--- config.mk ---
export PLATFORM = sky130hd
export DESIGN_NAME = layer_config_queue_flat
export DESIGN_NICKNAME = d
export VERILOG_FILES = /design/src/rtl/layer_config_queue_if.sv /design/src/rtl/layer_config_queue.sv /design/src/flat_wrapper.sv
export SDC_FILE = /design/constraint.sdc
export NUM_CORES = 2
export LEC_CHECK = 0
export ABC_AREA = 1
export CAP_MARGIN = 40
export CORE_MARGIN = 10
export CORE_UTILIZATION = 55
export DETAILED_ROUTE_END_ITERATION = 16
export PLACE_DENSITY = 0.82
export SLEW_MARGIN = 20
export SYNTH_ARGS = -nofsm -noshare
export SYNTH_HDL_FRONTEND = slang
export SYNTH_SLANG_ARGS = --single-unit
--- constraint.sdc ---
create_clock -name clk -period 31.1 [get_ports clk]
set_input_delay 6.22 -clock clk [delete_from_list [all_inputs] [get_ports clk]]
set_output_delay 6.22 -clock clk [all_outputs]
set_load 0.01 [all_outputs]
--- src/rtl/layer_config_queue_if.sv ---
// Host/stage-facing bundle of layer_config_queue: staging writes, commit, layer-done and head status.
// i_loop_mode exists only when LAYER_CFG_LOOP_EN is defined.
interface layer_config_queue_if #(
    parameter int REGISTER_WIDTH = 32,
    parameter int CFG_WORDS      = 8,
    parameter int DEPTH          = 4
);
    localparam int AW = $clog2(CFG_WORDS);
    localparam int DW = CFG_WORDS * REGISTER_WIDTH;
    localparam int LW = $clog2(DEPTH) + 1;

    logic                      i_wr_en;
    logic [AW-1:0]             i_wr_addr;
    logic [REGISTER_WIDTH-1:0] i_wr_data;
    logic                      i_commit;
    logic                      i_layer_done;
`ifdef LAYER_CFG_LOOP_EN
    logic                      i_loop_mode;
`endif
    logic [DW-1:0]             o_cfg;
    logic                      o_execution_flag;
    logic                      o_first_latching_condition;
    logic                      o_update_latching_condition;
    logic                      o_full;
    logic                      o_empty;
    logic [LW-1:0]             o_level;
    logic                      o_commit_err;
    logic [15:0]               o_layers_done;
    logic [1:0]                o_state;

    modport master (
        output i_wr_en, i_wr_addr, i_wr_data, i_commit, i_layer_done,
`ifdef LAYER_CFG_LOOP_EN
        output i_loop_mode,
`endif
        input  o_cfg, o_execution_flag, o_first_latching_condition,
        input  o_update_latching_condition, o_full, o_empty, o_level,
        input  o_commit_err, o_layers_done, o_state
    );

    modport slave (
        input  i_wr_en, i_wr_addr, i_wr_data, i_commit, i_layer_done,
`ifdef LAYER_CFG_LOOP_EN
        input  i_loop_mode,
`endif
        output o_cfg, o_execution_flag, o_first_latching_condition,
        output o_update_latching_condition, o_full, o_empty, o_level,
        output o_commit_err, o_layers_done, o_state
    );
endinterface

--- src/rtl/layer_config_queue.sv ---
// Descriptor queue feeding a compute stage's config latch; issues first/update latch strobes.
// Optional replay mode: define LAYER_CFG_LOOP_EN to add i_loop_mode (retire rotates the head).
module layer_config_queue #(
    parameter int REGISTER_WIDTH = 32,
    parameter int CFG_WORDS      = 8,
    parameter int DEPTH          = 4
) (
    input logic             clk,
    input logic             resetn,
    layer_config_queue_if.slave bus
);
    localparam int DW = CFG_WORDS * REGISTER_WIDTH;
    localparam int PW = $clog2(DEPTH);
    localparam int LW = PW + 1;

    // i_commit and i_layer_done are single-cycle requests with no back-pressure:
    // a commit that cannot be accepted is dropped and reported on o_commit_err.
    typedef enum logic [1:0] {
        IDLE = 2'd0,
        ARM  = 2'd1,
        RUN  = 2'd2
    } state_t;

    state_t        state;
    logic [DW-1:0] staging;
    logic [DW-1:0] mem [DEPTH];
    logic [PW-1:0] wr_ptr;
    logic [PW-1:0] rd_ptr;
    logic [LW-1:0] level;
    logic          first_done;
    logic          first_strobe;
    logic          update_strobe;
    logic          exec_flag;
    logic          commit_err;
    logic [15:0]   layers_done;

    logic loop_mode;
    logic full;
    logic empty;
    logic retire;
    logic commit_ok;
    logic rotate;
    logic free_entry;

`ifdef LAYER_CFG_LOOP_EN
    assign loop_mode = bus.i_loop_mode;
`else
    assign loop_mode = 1'b0;
`endif

    assign full       = (level == LW'(DEPTH));
    assign empty      = (level == '0);
    assign retire     = (state == RUN) && bus.i_layer_done;
    assign commit_ok  = bus.i_commit && !full && !loop_mode;
    assign rotate     = retire && loop_mode;
    assign free_entry = retire && !loop_mode;

    always_ff @(posedge clk) begin
        if (!resetn) begin
            staging <= '0;
        end else if (bus.i_wr_en && (int'(bus.i_wr_addr) < CFG_WORDS)) begin
            staging[int'(bus.i_wr_addr)*REGISTER_WIDTH +: REGISTER_WIDTH] <= bus.i_wr_data;
        end
    end

    // Commit and rotate never coincide: commits are rejected while looping.
    always_ff @(posedge clk) begin
        if (!resetn) begin
            for (int i = 0; i < DEPTH; i++) begin
                mem[i] <= '0;
            end
        end else if (commit_ok) begin
            mem[wr_ptr] <= staging;
        end else if (rotate) begin
            mem[wr_ptr] <= mem[rd_ptr];
        end
    end

    always_ff @(posedge clk) begin
        if (!resetn) begin
            wr_ptr      <= '0;
            rd_ptr      <= '0;
            level       <= '0;
            commit_err  <= 1'b0;
            layers_done <= '0;
        end else begin
            commit_err <= bus.i_commit && !commit_ok;
            if (commit_ok || rotate) begin
                wr_ptr <= wr_ptr + 1'b1;
            end
            if (retire) begin
                rd_ptr      <= rd_ptr + 1'b1;
                layers_done <= layers_done + 16'd1;
            end
            case ({commit_ok, free_entry})
                2'b10:   level <= level + 1'b1;
                2'b01:   level <= level - 1'b1;
                default: level <= level;
            endcase
        end
    end

    always_ff @(posedge clk) begin
        if (!resetn) begin
            state         <= IDLE;
            first_done    <= 1'b0;
            first_strobe  <= 1'b0;
            update_strobe <= 1'b0;
            exec_flag     <= 1'b0;
        end else begin
            first_strobe  <= 1'b0;
            update_strobe <= 1'b0;
            case (state)
                IDLE: begin
                    if (!empty) begin
                        state         <= ARM;
                        first_strobe  <= ~first_done;
                        update_strobe <= first_done;
                        first_done    <= 1'b1;
                    end
                end
                ARM: begin
                    state     <= RUN;
                    exec_flag <= 1'b1;
                end
                RUN: begin
                    if (bus.i_layer_done) begin
                        state     <= IDLE;
                        exec_flag <= 1'b0;
                    end
                end
                default: begin
                    state     <= IDLE;
                    exec_flag <= 1'b0;
                end
            endcase
        end
    end

    assign bus.o_cfg                       = mem[rd_ptr];
    assign bus.o_execution_flag            = exec_flag;
    assign bus.o_first_latching_condition  = first_strobe;
    assign bus.o_update_latching_condition = update_strobe;
    assign bus.o_full                      = full;
    assign bus.o_empty                     = empty;
    assign bus.o_level                     = level;
    assign bus.o_commit_err                = commit_err;
    assign bus.o_layers_done               = layers_done;
    assign bus.o_state                     = state;
endmodule

--- src/flat_wrapper.sv ---
// flat-port wrapper written by rule: the top's interface ports become plain ports
module layer_config_queue_flat 
#(
    parameter int REGISTER_WIDTH = 32,
    parameter int CFG_WORDS      = 8,
    parameter int DEPTH          = 4
)
  (clk, resetn, bus_i_wr_en, bus_i_wr_addr, bus_i_wr_data, bus_i_commit, bus_i_layer_done, bus_o_cfg, bus_o_execution_flag, bus_o_first_latching_condition, bus_o_update_latching_condition, bus_o_full, bus_o_empty, bus_o_level, bus_o_commit_err, bus_o_layers_done, bus_o_state);
  layer_config_queue_if #(.REGISTER_WIDTH(REGISTER_WIDTH), .CFG_WORDS(CFG_WORDS), .DEPTH(DEPTH)) bus_i ();
  input logic clk;
  input logic resetn;
  input wire logic [$bits(bus_i.i_wr_en)-1:0] bus_i_wr_en;
  input wire logic [$bits(bus_i.i_wr_addr)-1:0] bus_i_wr_addr;
  input wire logic [$bits(bus_i.i_wr_data)-1:0] bus_i_wr_data;
  input wire logic [$bits(bus_i.i_commit)-1:0] bus_i_commit;
  input wire logic [$bits(bus_i.i_layer_done)-1:0] bus_i_layer_done;
  output wire logic [$bits(bus_i.o_cfg)-1:0] bus_o_cfg;
  output wire logic [$bits(bus_i.o_execution_flag)-1:0] bus_o_execution_flag;
  output wire logic [$bits(bus_i.o_first_latching_condition)-1:0] bus_o_first_latching_condition;
  output wire logic [$bits(bus_i.o_update_latching_condition)-1:0] bus_o_update_latching_condition;
  output wire logic [$bits(bus_i.o_full)-1:0] bus_o_full;
  output wire logic [$bits(bus_i.o_empty)-1:0] bus_o_empty;
  output wire logic [$bits(bus_i.o_level)-1:0] bus_o_level;
  output wire logic [$bits(bus_i.o_commit_err)-1:0] bus_o_commit_err;
  output wire logic [$bits(bus_i.o_layers_done)-1:0] bus_o_layers_done;
  output wire logic [$bits(bus_i.o_state)-1:0] bus_o_state;
  assign bus_i.i_wr_en = bus_i_wr_en;
  assign bus_i.i_wr_addr = bus_i_wr_addr;
  assign bus_i.i_wr_data = bus_i_wr_data;
  assign bus_i.i_commit = bus_i_commit;
  assign bus_i.i_layer_done = bus_i_layer_done;
  assign bus_o_cfg = bus_i.o_cfg;
  assign bus_o_execution_flag = bus_i.o_execution_flag;
  assign bus_o_first_latching_condition = bus_i.o_first_latching_condition;
  assign bus_o_update_latching_condition = bus_i.o_update_latching_condition;
  assign bus_o_full = bus_i.o_full;
  assign bus_o_empty = bus_i.o_empty;
  assign bus_o_level = bus_i.o_level;
  assign bus_o_commit_err = bus_i.o_commit_err;
  assign bus_o_layers_done = bus_i.o_layers_done;
  assign bus_o_state = bus_i.o_state;
  layer_config_queue #(.REGISTER_WIDTH(REGISTER_WIDTH), .CFG_WORDS(CFG_WORDS), .DEPTH(DEPTH)) u_core (.clk(clk), .resetn(resetn), .bus(bus_i));
endmodule
==> flow_summary.html <==
<table>
<tr><th>Metric</th><th>Value</th></tr>
<tr><th colspan="2">Timing</th></tr>
<tr><td>Portion of the clock cycle consumed by the worst path in the final layout</td><td>0.341</td></tr>
<tr><td>Final number of max-transition violations</td><td>0</td></tr>
<tr><td>Timing-limited maximum frequency</td><td>94.2 MHz</td></tr>
<tr><td>Setup repair after global routing missed its margin</td><td>no</td></tr>
<tr><td>Worst slew pin tran</td><td>roughly 1.3 ns</td></tr>
<tr><td>Clock period minus worst slack</td><td>~11 ns</td></tr>
<tr><td>Number of setup violations in the final report</td><td>0</td></tr>
<tr><td>Final setup skew</td><td>approximately 0.027 ns</td></tr>
<tr><td>Rel. slew slack</td><td>0.118</td></tr>
<tr><td>TNS Setup</td><td>0 ns</td></tr>
<tr><td>Number of hold violations in the final report</td><td>0</td></tr>
<tr><th colspan="2">CTS</th></tr>
<tr><td>Clk sinks</td><td>~1300</td></tr>
<tr><td>Register clock-pin slew on the reported worst setup and hold paths</td><td>0.06 ns</td></tr>
<tr><td>Clock tree root driver cell</td><td>clkbuf_16</td></tr>
<tr><td>Number of buffers added by the clock tree synthesis step</td><td>132</td></tr>
<tr><td>Clk Latency, worst-skew pair</td><td>0.75 ns</td></tr>
<tr><td>Number of H-tree levels</td><td>4</td></tr>
<tr><td>Buffer count from post-CTS setup fixing</td><td>0</td></tr>
<tr><td>Cells resized by post-CTS repair</td><td>0</td></tr>
<tr><td>CTS Hold Bufs</td><td>0</td></tr>
<tr><td>Number of buffers between clock root and the deepest sink</td><td>3</td></tr>
<tr><td>CTS tree</td><td>yes</td></tr>
<tr><th colspan="2">Global route</th></tr>
<tr><td>Overflow after GRT</td><td>0</td></tr>
<tr><td>Overall routing resource usage</td><td>0.286</td></tr>
<tr><td>Antenna violations before repair</td><td>14</td></tr>
<tr><td>First-pass GRT wire length</td><td>between 200 and 250 mm</td></tr>
<tr><td>Number of global-route vias before repair</td><td>41400</td></tr>
<tr><td>Pin count of the biggest net entering global routing</td><td>253</td></tr>
<tr><th colspan="2">Critical path</th></tr>
<tr><td>Startpoint type of the worst setup path</td><td>flop</td></tr>
<tr><td>Highest fanout seen on the critical path</td><td>74</td></tr>
<tr><td>Worst setup EP type</td><td>output port</td></tr>
<tr><td>R2r setup slk</td><td>approximately 27 ns</td></tr>
<tr><td>Crit Reg-Reg Endpoint</td><td>u_core.mem[3][40]</td></tr>
<tr><td>Worst Reg-to-Reg Cells</td><td>8</td></tr>
<tr><td>Type of the worst setup path</td><td>flop to output port</td></tr>
<tr><td>Startpoint of the worst-slack reg-to-reg timing path</td><td>u_core.bus.o_level[0]</td></tr>
<tr><td>CP required</td><td>24.88 ns</td></tr>
<tr><td>Arrival time reported for the critical path endpoint</td><td>around 4.4 ns</td></tr>
<tr><th colspan="2">Place</th></tr>
<tr><td>Number of cells after detailed placement</td><td>between 7000 and 8000</td></tr>
<tr><td>Number of buffers inserted by port buffering</td><td>322</td></tr>
<tr><td>HPWL reported at the end of detailed placement</td><td>about 100 mm</td></tr>
<tr><td>Gpl congestion</td><td>~1.1</td></tr>
<tr><td>Post-Place Cell Area</td><td>between 0.05 and 0.06 mm²</td></tr>
<tr><th colspan="2">Synthesis</th></tr>
<tr><td>Share of synthesized area occupied by flip-flops and latches</td><td>0.658</td></tr>
<tr><td>Number of different library cells in the post-synthesis netlist</td><td>37</td></tr>
<tr><td>Post-synthesis cell count</td><td>5759</td></tr>
<tr><td>Total number of yosys warnings</td><td>0</td></tr>
<tr><td>Nets in the synthesized netlist</td><td>5805</td></tr>
<tr><td>Post-synthesis instance area</td><td>0.0555 mm²</td></tr>
<tr><td>Average footprint of a synthesized cell</td><td>a little under 10 µm²</td></tr>
<tr><td>Number of synthesized register bits</td><td>1312</td></tr>
<tr><th colspan="2">Floorplan</th></tr>
<tr><td>Row count</td><td>116</td></tr>
<tr><td>Ports</td><td>323</td></tr>
<tr><td>Chip width</td><td>338 µm</td></tr>
<tr><td>Overall die height</td><td>338 µm</td></tr>
<tr><td>Initial Utilization</td><td>0.554</td></tr>
<tr><td>Core box area</td><td>0.100 mm²</td></tr>
<tr><td>Full die area</td><td>0.114 mm²</td></tr>
<tr><th colspan="2">Hold path</th></tr>
<tr><td>WHS Endpoint</td><td>u_core.bus.o_first_latching_condition</td></tr>
<tr><td>Type of the worst min-delay path</td><td>flop to flop</td></tr>
<tr><td>Hold Path Depth</td><td>1</td></tr>
<tr><td>Source of the worst hold timing path</td><td>u_core.first_done</td></tr>
<tr><th colspan="2">Drt</th></tr>
<tr><td>Overall via count from detail_route</td><td>43500</td></tr>
<tr><td>Violation count after the first detailed-routing iteration</td><td>6196</td></tr>
<tr><td>Highest routing layer actually used</td><td>met5</td></tr>
<tr><td>Routed length on met2</td><td>around 80 mm</td></tr>
<tr><td>Mean routed wirelength per cell</td><td>about 23 µm</td></tr>
<tr><td>Post-route met1 wirelength</td><td>60.2 mm</td></tr>
<tr><td>Met3 layer wire length in the routed design</td><td>19.6 mm</td></tr>
<tr><td>Number of iterations in the first detailed-routing pass</td><td>6</td></tr>
<tr><td>DRC violation count after routing</td><td>0</td></tr>
<tr><td>Overall routed net length</td><td>between 150 and 200 mm</td></tr>
<tr><td>Post-detailed-route count of antenna-violating nets</td><td>0</td></tr>
<tr><td>Post-detailed-route via-to-cell ratio</td><td>5.96</td></tr>
<tr><th colspan="2">Layout</th></tr>
<tr><td>End-of-flow core utilization</td><td>0.640</td></tr>
<tr><td>Fin nets</td><td>5941</td></tr>
<tr><td>Final Instance Count excl. Fillers</td><td>7306</td></tr>
<tr><td>Synth-to-Final Area Change</td><td>15.5%</td></tr>
<tr><td>Post-layout instance area</td><td>0.0641 mm²</td></tr>
<tr><td>Filler cells</td><td>approximately 7300</td></tr>
<tr><td>Fraction of final layout cells with drive strength greater than 1</td><td>0.0521</td></tr>
<tr><th colspan="2">Pwr</th></tr>
<tr><td>Comb pwr share</td><td>0.101</td></tr>
<tr><td>Total internal power</td><td>around 3.0 mW</td></tr>
<tr><td>Ratio of total power to cell area</td><td>62.0 mW/mm²</td></tr>
<tr><td>Maximum vdd drop</td><td>between 0.00004 and 0.00005 V</td></tr>
<tr><td>Total net switching power</td><td>0.992 mW</td></tr>
<tr><td>Switch share</td><td>0.250</td></tr>
<tr><td>Part of the total power dissipated in the clock network</td><td>0.395</td></tr>
<tr><td>Reported leakage power</td><td>between 20 and 25 nW</td></tr>
<tr><td>Fraction of power consumed by sequential logic</td><td>0.504</td></tr>
<tr><th colspan="2">Flow run</th></tr>
<tr><td>Maximum Capacitance Violations</td><td>0</td></tr>
<tr><th colspan="2">Run status</th></tr>
<tr><td>Outcome</td><td>finished clean</td></tr>
</table>
## worst max-delay path by stage
stage / startpoint / to / cells past startpoint
5_1_grt: flop / bus_o_cfg[148] / 7
3_3_place_gp: resetn / u_core.mem[0][111] / 6
4_1_cts: flop / bus_o_cfg[18] / 5
3_5_place_dp: resetn / u_core.mem[0][111] / 8
6_report: flop / bus_o_cfg[18] / 5
2_1_floorplan: bus_i_commit / u_core.mem[3][0] / 2
## cells in the mapped netlist
cell      instances  area (µm²)
buf_4             8        60.1
ha_1              5        62.6
or2_2             1        6.26
inv_1           583        2190
o21a_1            1        7.51
nand4_2           1        12.5
clkbuf_1        245         920
o21ai_0         673        3370
nor2_2            5        31.3
nor2_1         1959        7350
fa_1              1        20.0
o21ai_1           8        40.0
buf_2           133         666
buf_1             8        30.0
o31ai_1           1        7.51
a211oi_1         10        75.1
o211ai_1          6        45.0
clkinv_1          2        7.51
nor3b_1           1        7.51
nand2_1         258         968
nor3_1           53         265
nand3_2           6        60.1
nand4_1           8        50.1
a21oi_1         119         596
xor2_1            2        17.5
nor3_2            1        10.0
nand3b_1          2        15.0
inv_4             2        12.5
nor2_4            2        22.5
nand3_1          74         370
edfxtp_1       1024       30700
nand2_2           3        18.8
inv_2             6        22.5
o21bai_1          2        15.0
dfxtp_1         288        5770
o22ai_1         257        1610
buf_6             1        11.3
## area by class of cell
cell class                      count  area, µm²  area share
Sequential cell                  1312      36500       0.570
Multi-Input combinational cell   3459      15100       0.236
Timing Repair Buffer              397       4270      0.0667
Clock buffer                      176       3610      0.0564
Inverter                          593       2260      0.0352
Tap cell                         1298       1620      0.0253
Clock inverter                     66        648      0.0101
Antenna cell                        5       12.5    0.000195
## cell usage in the layout, fill, tap and decap left out, drive strengths merged, types with 10 or more instances in the layout
master,synthesis,layout
o21ai,681,681
nor2,1966,1966
clkbuf,245,176
inv,591,608
buf,150,76
nor3,54,54
nand3,80,80
nand2,261,261
clkdlybuf4s50,0,321
dfxtp,288,288
o22ai,257,257
edfxtp,1024,1024
a21oi,119,119
a211oi,10,10
clkinv,2,39
## critical path, stage by stage (launching register included)
cell and delay, ns:
dfxtp_4 0.70, buf_4 0.69, buf_4 0.81, o21ai_0 0.26
o22ai_1 0.47, clkdlybuf4s50_1 0.64
## logic make-up (layout without fill, tap and decap cells)
group                    count (synthesis)  after routing  share of synthesized area
flip-flops                            1312           1312                      0.658
AO/OA/AOI/OAI                         1077           1077                      0.104
buffers and inverters                  988           1232                     0.0706
XOR/XNOR                                 2              2                   0.000316
other                                    0              5                          0
AND/OR/NAND/NOR                       2374           2374                      0.166
adder cells (fa/ha/maj)                  6              6                    0.00149
## metrics by stage
step                power, mW  setup slack, ns  hold slack [ns]
floorplan                2.27             4.93            0.393
global placement         2.41            20.70            0.404
detailed placement       2.43            21.03            0.413
CTS                      3.97            20.49            0.422
global route             4.07            20.34            0.430
finish                   3.97            20.48            0.418
## registers in the layout, summed over array words and instances, names as in the netlist, named ones only
| register | count |
|---|---|
| u_core.mem | 1024 |
| u_core.staging | 256 |
| u_core.bus.o_layers_done | 16 |
| u_core.bus.o_level | 3 |
| u_core.bus.o_state | 2 |
| u_core.rd_ptr | 2 |
| u_core.wr_ptr | 2 |
| u_core.bus.o_commit_err | 1 |
| u_core.bus.o_execution_flag | 1 |
| u_core.bus.o_first_latching_condition | 1 |
| u_core.bus.o_update_latching_condition | 1 |
| u_core.first_done | 1 |
## layer usage
metal | GRT usage | up-vias
met4 | 0.140 | 22
met2 | 0.462 | 2908
li1 | - | 19300
met3 | 0.0716 | 456
met1 | 0.358 | 20800
met5 | 0 | -
## power by group through the flow
stage	Clock (mW)	Combinational, mW	Sequential, mW
finish	1.57	0.400	2.00
global route	1.64	0.422	2.01
CTS	1.57	0.395	2.00
detailed placement	0	0.392	2.04
global placement	0	0.380	2.03
floorplan	0	0.197	2.08
Power figures use the tool's default switching activity.
